$ cat src/rtl/mips_pkg.sv
// Shared constants for the MIPS-32 register file: default geometry and
// write-merge mode encodings.
package mips_pkg;

    localparam int MIPS_DATA_W = 32;
    localparam int MIPS_ADDR_W = 5;

    localparam logic [1:0] WM_WORD = 2'b00;
    localparam logic [1:0] WM_BYTE = 2'b01;
    localparam logic [1:0] WM_HALF = 2'b10;

endpackage

$ cat src/rtl/regfile_wr_merge.sv
// Combinational write merge: byte/half writes replace only the low 8/16 bits
// of the old value and keep the upper bits untouched (no sign/zero extension).
// Used both for storage updates and for the same-cycle read bypass.
module regfile_wr_merge
    import mips_pkg::*;
#(
    parameter int DATA_W = MIPS_DATA_W
) (
    input  logic [DATA_W-1:0] old_i,
    input  logic [DATA_W-1:0] new_i,
    input  logic [1:0]        mode_i,
    output logic [DATA_W-1:0] merged_o
);

    logic [DATA_W-1:0] mask;

    // Select which low bits the incoming data replaces.
    always_comb begin
        mask = '1;
        case (mode_i)
            WM_BYTE: mask = DATA_W'(8'hFF);
            WM_HALF: mask = DATA_W'(16'hFFFF);
            default: mask = '1;
        endcase
    end

    assign merged_o = (old_i & ~mask) | (new_i & mask);

endmodule

$ cat src/rtl/regfile_mp.sv
// Multi-read-port register file with merged writes, registered reads and a
// per-register busy scoreboard (set by reserve, cleared by writeback).
// Optional macro REGFILE_BYPASS_EN: a read colliding with a same-cycle write
// returns the merged new value; without it the read sees the old contents.
module regfile_mp
    import mips_pkg::*;
#(
    parameter int DATA_W   = MIPS_DATA_W,
    parameter int ADDR_W   = MIPS_ADDR_W,
    parameter int NUM_RD   = 2,
    parameter int ZERO_REG = 1
) (
    input  logic                     clk,
    input  logic                     rst_n,
    input  logic [NUM_RD-1:0]        rd_en,
    input  logic [NUM_RD*ADDR_W-1:0] rd_addr,
    output logic [NUM_RD*DATA_W-1:0] rd_data,
    output logic [NUM_RD-1:0]        rd_busy,
    input  logic                     wr_en,
    input  logic [ADDR_W-1:0]        wr_addr,
    input  logic [DATA_W-1:0]        wr_data,
    input  logic [1:0]               wr_mode,
    input  logic                     rsv_en,
    input  logic [ADDR_W-1:0]        rsv_addr,
    output logic [(1<<ADDR_W)-1:0]   busy_vec
);

    localparam int DEPTH = 1 << ADDR_W;

    logic [DATA_W-1:0] mem_q [DEPTH];
    logic [DEPTH-1:0]  busy_q;
    logic [DEPTH-1:0]  busy_d;
    logic [DATA_W-1:0] wr_merged;
    logic              wr_ok;
    logic              rsv_ok;

    // Register 0 is hard-wired when ZERO_REG is set: drop writes and reservations.
    assign wr_ok  = wr_en  && !((ZERO_REG != 0) && (wr_addr  == '0));
    assign rsv_ok = rsv_en && !((ZERO_REG != 0) && (rsv_addr == '0));

    regfile_wr_merge #(.DATA_W(DATA_W)) u_merge (
        .old_i    (mem_q[wr_addr]),
        .new_i    (wr_data),
        .mode_i   (wr_mode),
        .merged_o (wr_merged)
    );

    genvar gi;

    // Storage: one register per index, updated with the merged write value.
    for (gi = 0; gi < DEPTH; gi++) begin : g_reg
        always_ff @(posedge clk or negedge rst_n) begin
            if (!rst_n) begin
                mem_q[gi] <= '0;
            end else if (wr_ok && (wr_addr == ADDR_W'(gi))) begin
                mem_q[gi] <= wr_merged;
            end
        end
    end

    // Scoreboard next state: writeback clears, reserve sets; set applied last so it wins.
    always_comb begin
        busy_d = busy_q;
        if (wr_ok) begin
            busy_d[wr_addr] = 1'b0;
        end
        if (rsv_ok) begin
            busy_d[rsv_addr] = 1'b1;
        end
    end

    // Scoreboard register.
    always_ff @(posedge clk or negedge rst_n) begin
        if (!rst_n) begin
            busy_q <= '0;
        end else begin
            busy_q <= busy_d;
        end
    end

    assign busy_vec = busy_q;

    // Read ports: each samples data and busy for its index when strobed, else holds.
    for (gi = 0; gi < NUM_RD; gi++) begin : g_rd
        logic [ADDR_W-1:0] addr;
        logic [DATA_W-1:0] data_q;
        logic [DATA_W-1:0] data_d;
        logic              busy_rd_q;
        logic              busy_rd_d;

        assign addr = rd_addr[gi*ADDR_W +: ADDR_W];

        // Pick the value this port would capture at the coming edge.
        always_comb begin
            data_d    = mem_q[addr];
            busy_rd_d = busy_q[addr];
`ifdef REGFILE_BYPASS_EN
            if (wr_ok && (wr_addr == addr)) begin
                data_d    = wr_merged;
                busy_rd_d = rsv_ok && (rsv_addr == addr);
            end
`endif
            if ((ZERO_REG != 0) && (addr == '0)) begin
                data_d    = '0;
                busy_rd_d = 1'b0;
            end
        end

        // Registered read output, held while the strobe is low.
        always_ff @(posedge clk or negedge rst_n) begin
            if (!rst_n) begin
                data_q    <= '0;
                busy_rd_q <= 1'b0;
            end else if (rd_en[gi]) begin
                data_q    <= data_d;
                busy_rd_q <= busy_rd_d;
            end
        end

        assign rd_data[gi*DATA_W +: DATA_W] = data_q;
        assign rd_busy[gi]                  = busy_rd_q;
    end

endmodule

$ cat config.mk
export PLATFORM = sky130hd
export DESIGN_NAME = regfile_mp
export DESIGN_NICKNAME = d
export VERILOG_FILES = /design/src/rtl/mips_pkg.sv /design/src/rtl/regfile_wr_merge.sv /design/src/rtl/regfile_mp.sv
export SDC_FILE = /design/constraint.sdc
export NUM_CORES = 2
export LEC_CHECK = 0
export CORE_AREA = 8 8 527 529
export CTS_CLUSTER_SIZE = 20
export DETAILED_ROUTE_END_ITERATION = 16
export DIE_AREA = 0 0 535 537
export DONT_BUFFER_PORTS = 1
export PLACE_DENSITY_LB_ADDON = 0.1
export SLEW_MARGIN = 20
export SYNTH_ARGS = -nofsm -noshare
export SYNTH_HDL_FRONTEND = slang
export SYNTH_HIERARCHICAL = 1
export SYNTH_SLANG_ARGS = --single-unit
$ cat constraint.sdc
create_clock -name clk -period 2.7 [get_ports clk]
set_input_delay 0.54 -clock clk [delete_from_list [all_inputs] [get_ports clk]]
set_output_delay 0.54 -clock clk [all_outputs]
set_load 0.01 [all_outputs]
==> impl_summary.log <==
INFO  metric run_status = finished with violations
INFO  metric failed_checks = slew limit, setup timing
INFO  metric leakage_power_figure = 32.4 nW
INFO  metric total_routed_length = 296000 um
INFO  metric crit_path_max_fanout = 204
INFO  metric syn_avg_cell_area = 14.3 um^2
INFO  metric cts.sink_count = 1122
INFO  metric worst-slew-pin-transition = 1.70 ns
INFO  metric total_track_usage = 20.2%
INFO  metric setup_ws = -0.360 ns
INFO  metric setup.worst_path.start = wr_addr[1]
INFO  metric cts_htree_levels = 4
INFO  metric tritoncts = yes
INFO  metric clock_insertion_delay_worst_skew = 0.84 ns
INFO  metric final_max_slew_viol_count = 121
INFO  metric period_needed = 3.06 ns
INFO  metric wl_met2 = 145000 um
INFO  metric critical_path_rt = 3.39 ns
INFO  metric clk_root_buffer_cell = clkbuf_16
INFO  metric synth.net_count = 4611
INFO  metric cts_inserted_buffers = 155
INFO  metric layout.cell_area.non_filler = 76600 um^2
INFO  metric final.period_utilization = 113%
INFO  metric grt_start_max_net_pins = 360
INFO  metric design.portCount = 158
INFO  metric hold_path_class = input port to flip-flop
INFO  metric timing.final.hold_violations = 0
INFO  metric clkSlewWorstSetupHoldPaths = 0.06 ns
INFO  metric drive_above_1_share = 48.4%
INFO  metric std_cell_rows = 191
INFO  metric routedWlPerCell = 36.6 um
INFO  metric route.top_layer_used = met5
INFO  metric place_hpwl = 169000 um
INFO  metric cp-endpoint = mem_q[151]$_DFFE_PN0P_
INFO  metric grt_overflow = 0
INFO  metric setup_viols_final = 682
INFO  metric post-cts-setup-buffers = 0
INFO  metric setup_tns = -138.58 ns
INFO  metric start_util = 24.1%
INFO  metric gp_routability_congestion = 0.754
INFO  metric rr_startpoint = mem_q[16]$_DFFE_PN0P_
INFO  metric skew = 0.0650 ns
INFO  metric worst-setup-path-type = input port to flip-flop
INFO  metric worst_setup_start_kind = input port
INFO  metric syn_to_final_growth = 18.0%
INFO  metric via_count = 43100
INFO  metric port_buffers = 0
INFO  metric core = 269000 um^2
INFO  metric yosys_warnings = 6
INFO  metric timing.reg2reg.worst_path_depth = 5
INFO  metric synthesis.instances = 4550
INFO  metric grt_pass1_vias = 45500
INFO  metric met3WireLength = 11600 um
INFO  metric max-vdd-ir-drop = 0.000436 V
INFO  metric die_y = 537 um
INFO  metric critical_path_end_type = flip-flop
INFO  metric fill_cells = 27000
INFO  metric fp.dieArea = 287000 um^2
INFO  metric wl_met1 = 130000 um
INFO  metric grt_antenna_before_repair = 27
INFO  metric dpl_worst_slack = -0.438 ns
INFO  metric chipWidth = 535 um
INFO  metric drc = 0
INFO  metric viasPerCell = 5.32
INFO  metric headroom_to_the_max_slew_limit = -13.6%
INFO  metric synth.cell_area = 65000 um^2
INFO  metric ant_nets = 0
INFO  metric unrepaired_setup_endpoints_after_global_routing = no
INFO  metric max_cap_violations = 0
INFO  metric r2r-end = mem_q[432]$_DFFE_PN0P_
INFO  metric cts_max_path_buffers = 4
INFO  metric r2r_slack = 0.03 ns
INFO  metric fin_util = 28.5%
INFO  metric fmaxAchievable = 327 MHz
INFO  metric p_total = 55.5 mW
INFO  metric final_nets = 4477
INFO  metric detail_route.first_pass.iterations = 5
INFO  metric grt_pass1_wl = 407000 um
INFO  metric power_density = 725 nW/um^2
INFO  metric crit_arrival = 3.75 ns
INFO  metric dpl_cell_area = 71100 um^2
INFO  metric starting_drt_drc_count = 2848
cells in the final DEF (no fill, tap or decap), types with 30 or more instances in the layout:
master / n
mux2_2: 891
mux2i_1: 390
mux4_2: 574
a2111oi_0: 67
o22ai_1: 135
or4_1: 66
clkbuf_1: 30
a22o_1: 72
nand2b_1: 73
a21oi_1: 64
buf_12: 115
nor2_1: 133
buf_4: 106
clkbuf_16: 157
o211ai_1: 64
dfrtp_1: 1122
clkbuf_8: 41
mux2_4: 218
how the worst min path moves through the flow:
stage | from | end | slack (ns) | cells after the start
2_1_floorplan | rst_n | busy_vec[0]$_DFF_PN0_ | 0.24 | 0
5_1_grt | rd_addr[2] | g_rd[0].data_q[25]$_DFFE_PN0P_ | 0.02 | 2
6_report | rd_addr[2] | g_rd[0].data_q[25]$_DFFE_PN0P_ | 0.07 | 2
4_1_cts | rd_addr[2] | g_rd[0].data_q[25]$_DFFE_PN0P_ | 0.0005 | 2
3_3_place_gp | mem_q[995]$_DFFE_PN0P_ | mem_q[995]$_DFFE_PN0P_ | 0.38 | 0
3_5_place_dp | mem_q[992]$_DFFE_PN0P_ | mem_q[992]$_DFFE_PN0P_ | 0.39 | 0
layout make-up:
class | instances | area (um^2) | area share, %
inverter | 14 | 55.1 | 0.0718
multi-input combinational | 2872 | 35500 | 46.3
antenna | 6 | 15.0 | 0.0196
timing repair buffer | 251 | 3480 | 4.54
clock buffer | 228 | 4610 | 6.01
clock inverter | 38 | 427 | 0.557
sequential | 1122 | 28100 | 36.6
tap | 3570 | 4470 | 5.83
critical path, stage by stage:
cell and delay [ns]:
mux4_2 0.74, mux4_2 0.55, mux2_4 0.31, mux2_4 0.43, mux2_2 0.33
per-layer routing:
layer / GRT usage [%] / vias up
li1: - / 17500
met1: 26.7 / 24100
met2: 34.5 / 1053
met3: 2.72 / 401
met4: 5.91 / 6
met5: 0 / -
sequential cells by signal, summed over array words and instances, names as in the netlist:
name,cells
g_rd.data_q,64
busy_vec,32
mem_q,1024
g_rd.busy_rd_q,2
repair_timing:
action / CTS / global route
resized for setup: 0 / 2
setup endpoints to repair: 0 / 7
hold buffers: 36 / 0
hold endpoints to repair: 608 / 0
power by group:
| part | switching, mW | internal, mW | leakage (nW) | total [mW] |
|---|---|---|---|---|
| clock network | 8.29 | 12.5 | 2.50 | 20.8 |
| logic | 4.45 | 7.20 | 15.2 | 11.7 |
| registers | 3.11 | 20.0 | 14.7 | 23.1 |
through the flow:
step	hold slack, ns	std cells
global placement	0.385	7790
CTS	0.000501	8092
floorplan	0.244	4550
global route	0.0248	8096
finish	0.0746	8101
detailed placement	0.388	7790
(Power assumes the default switching activity.)
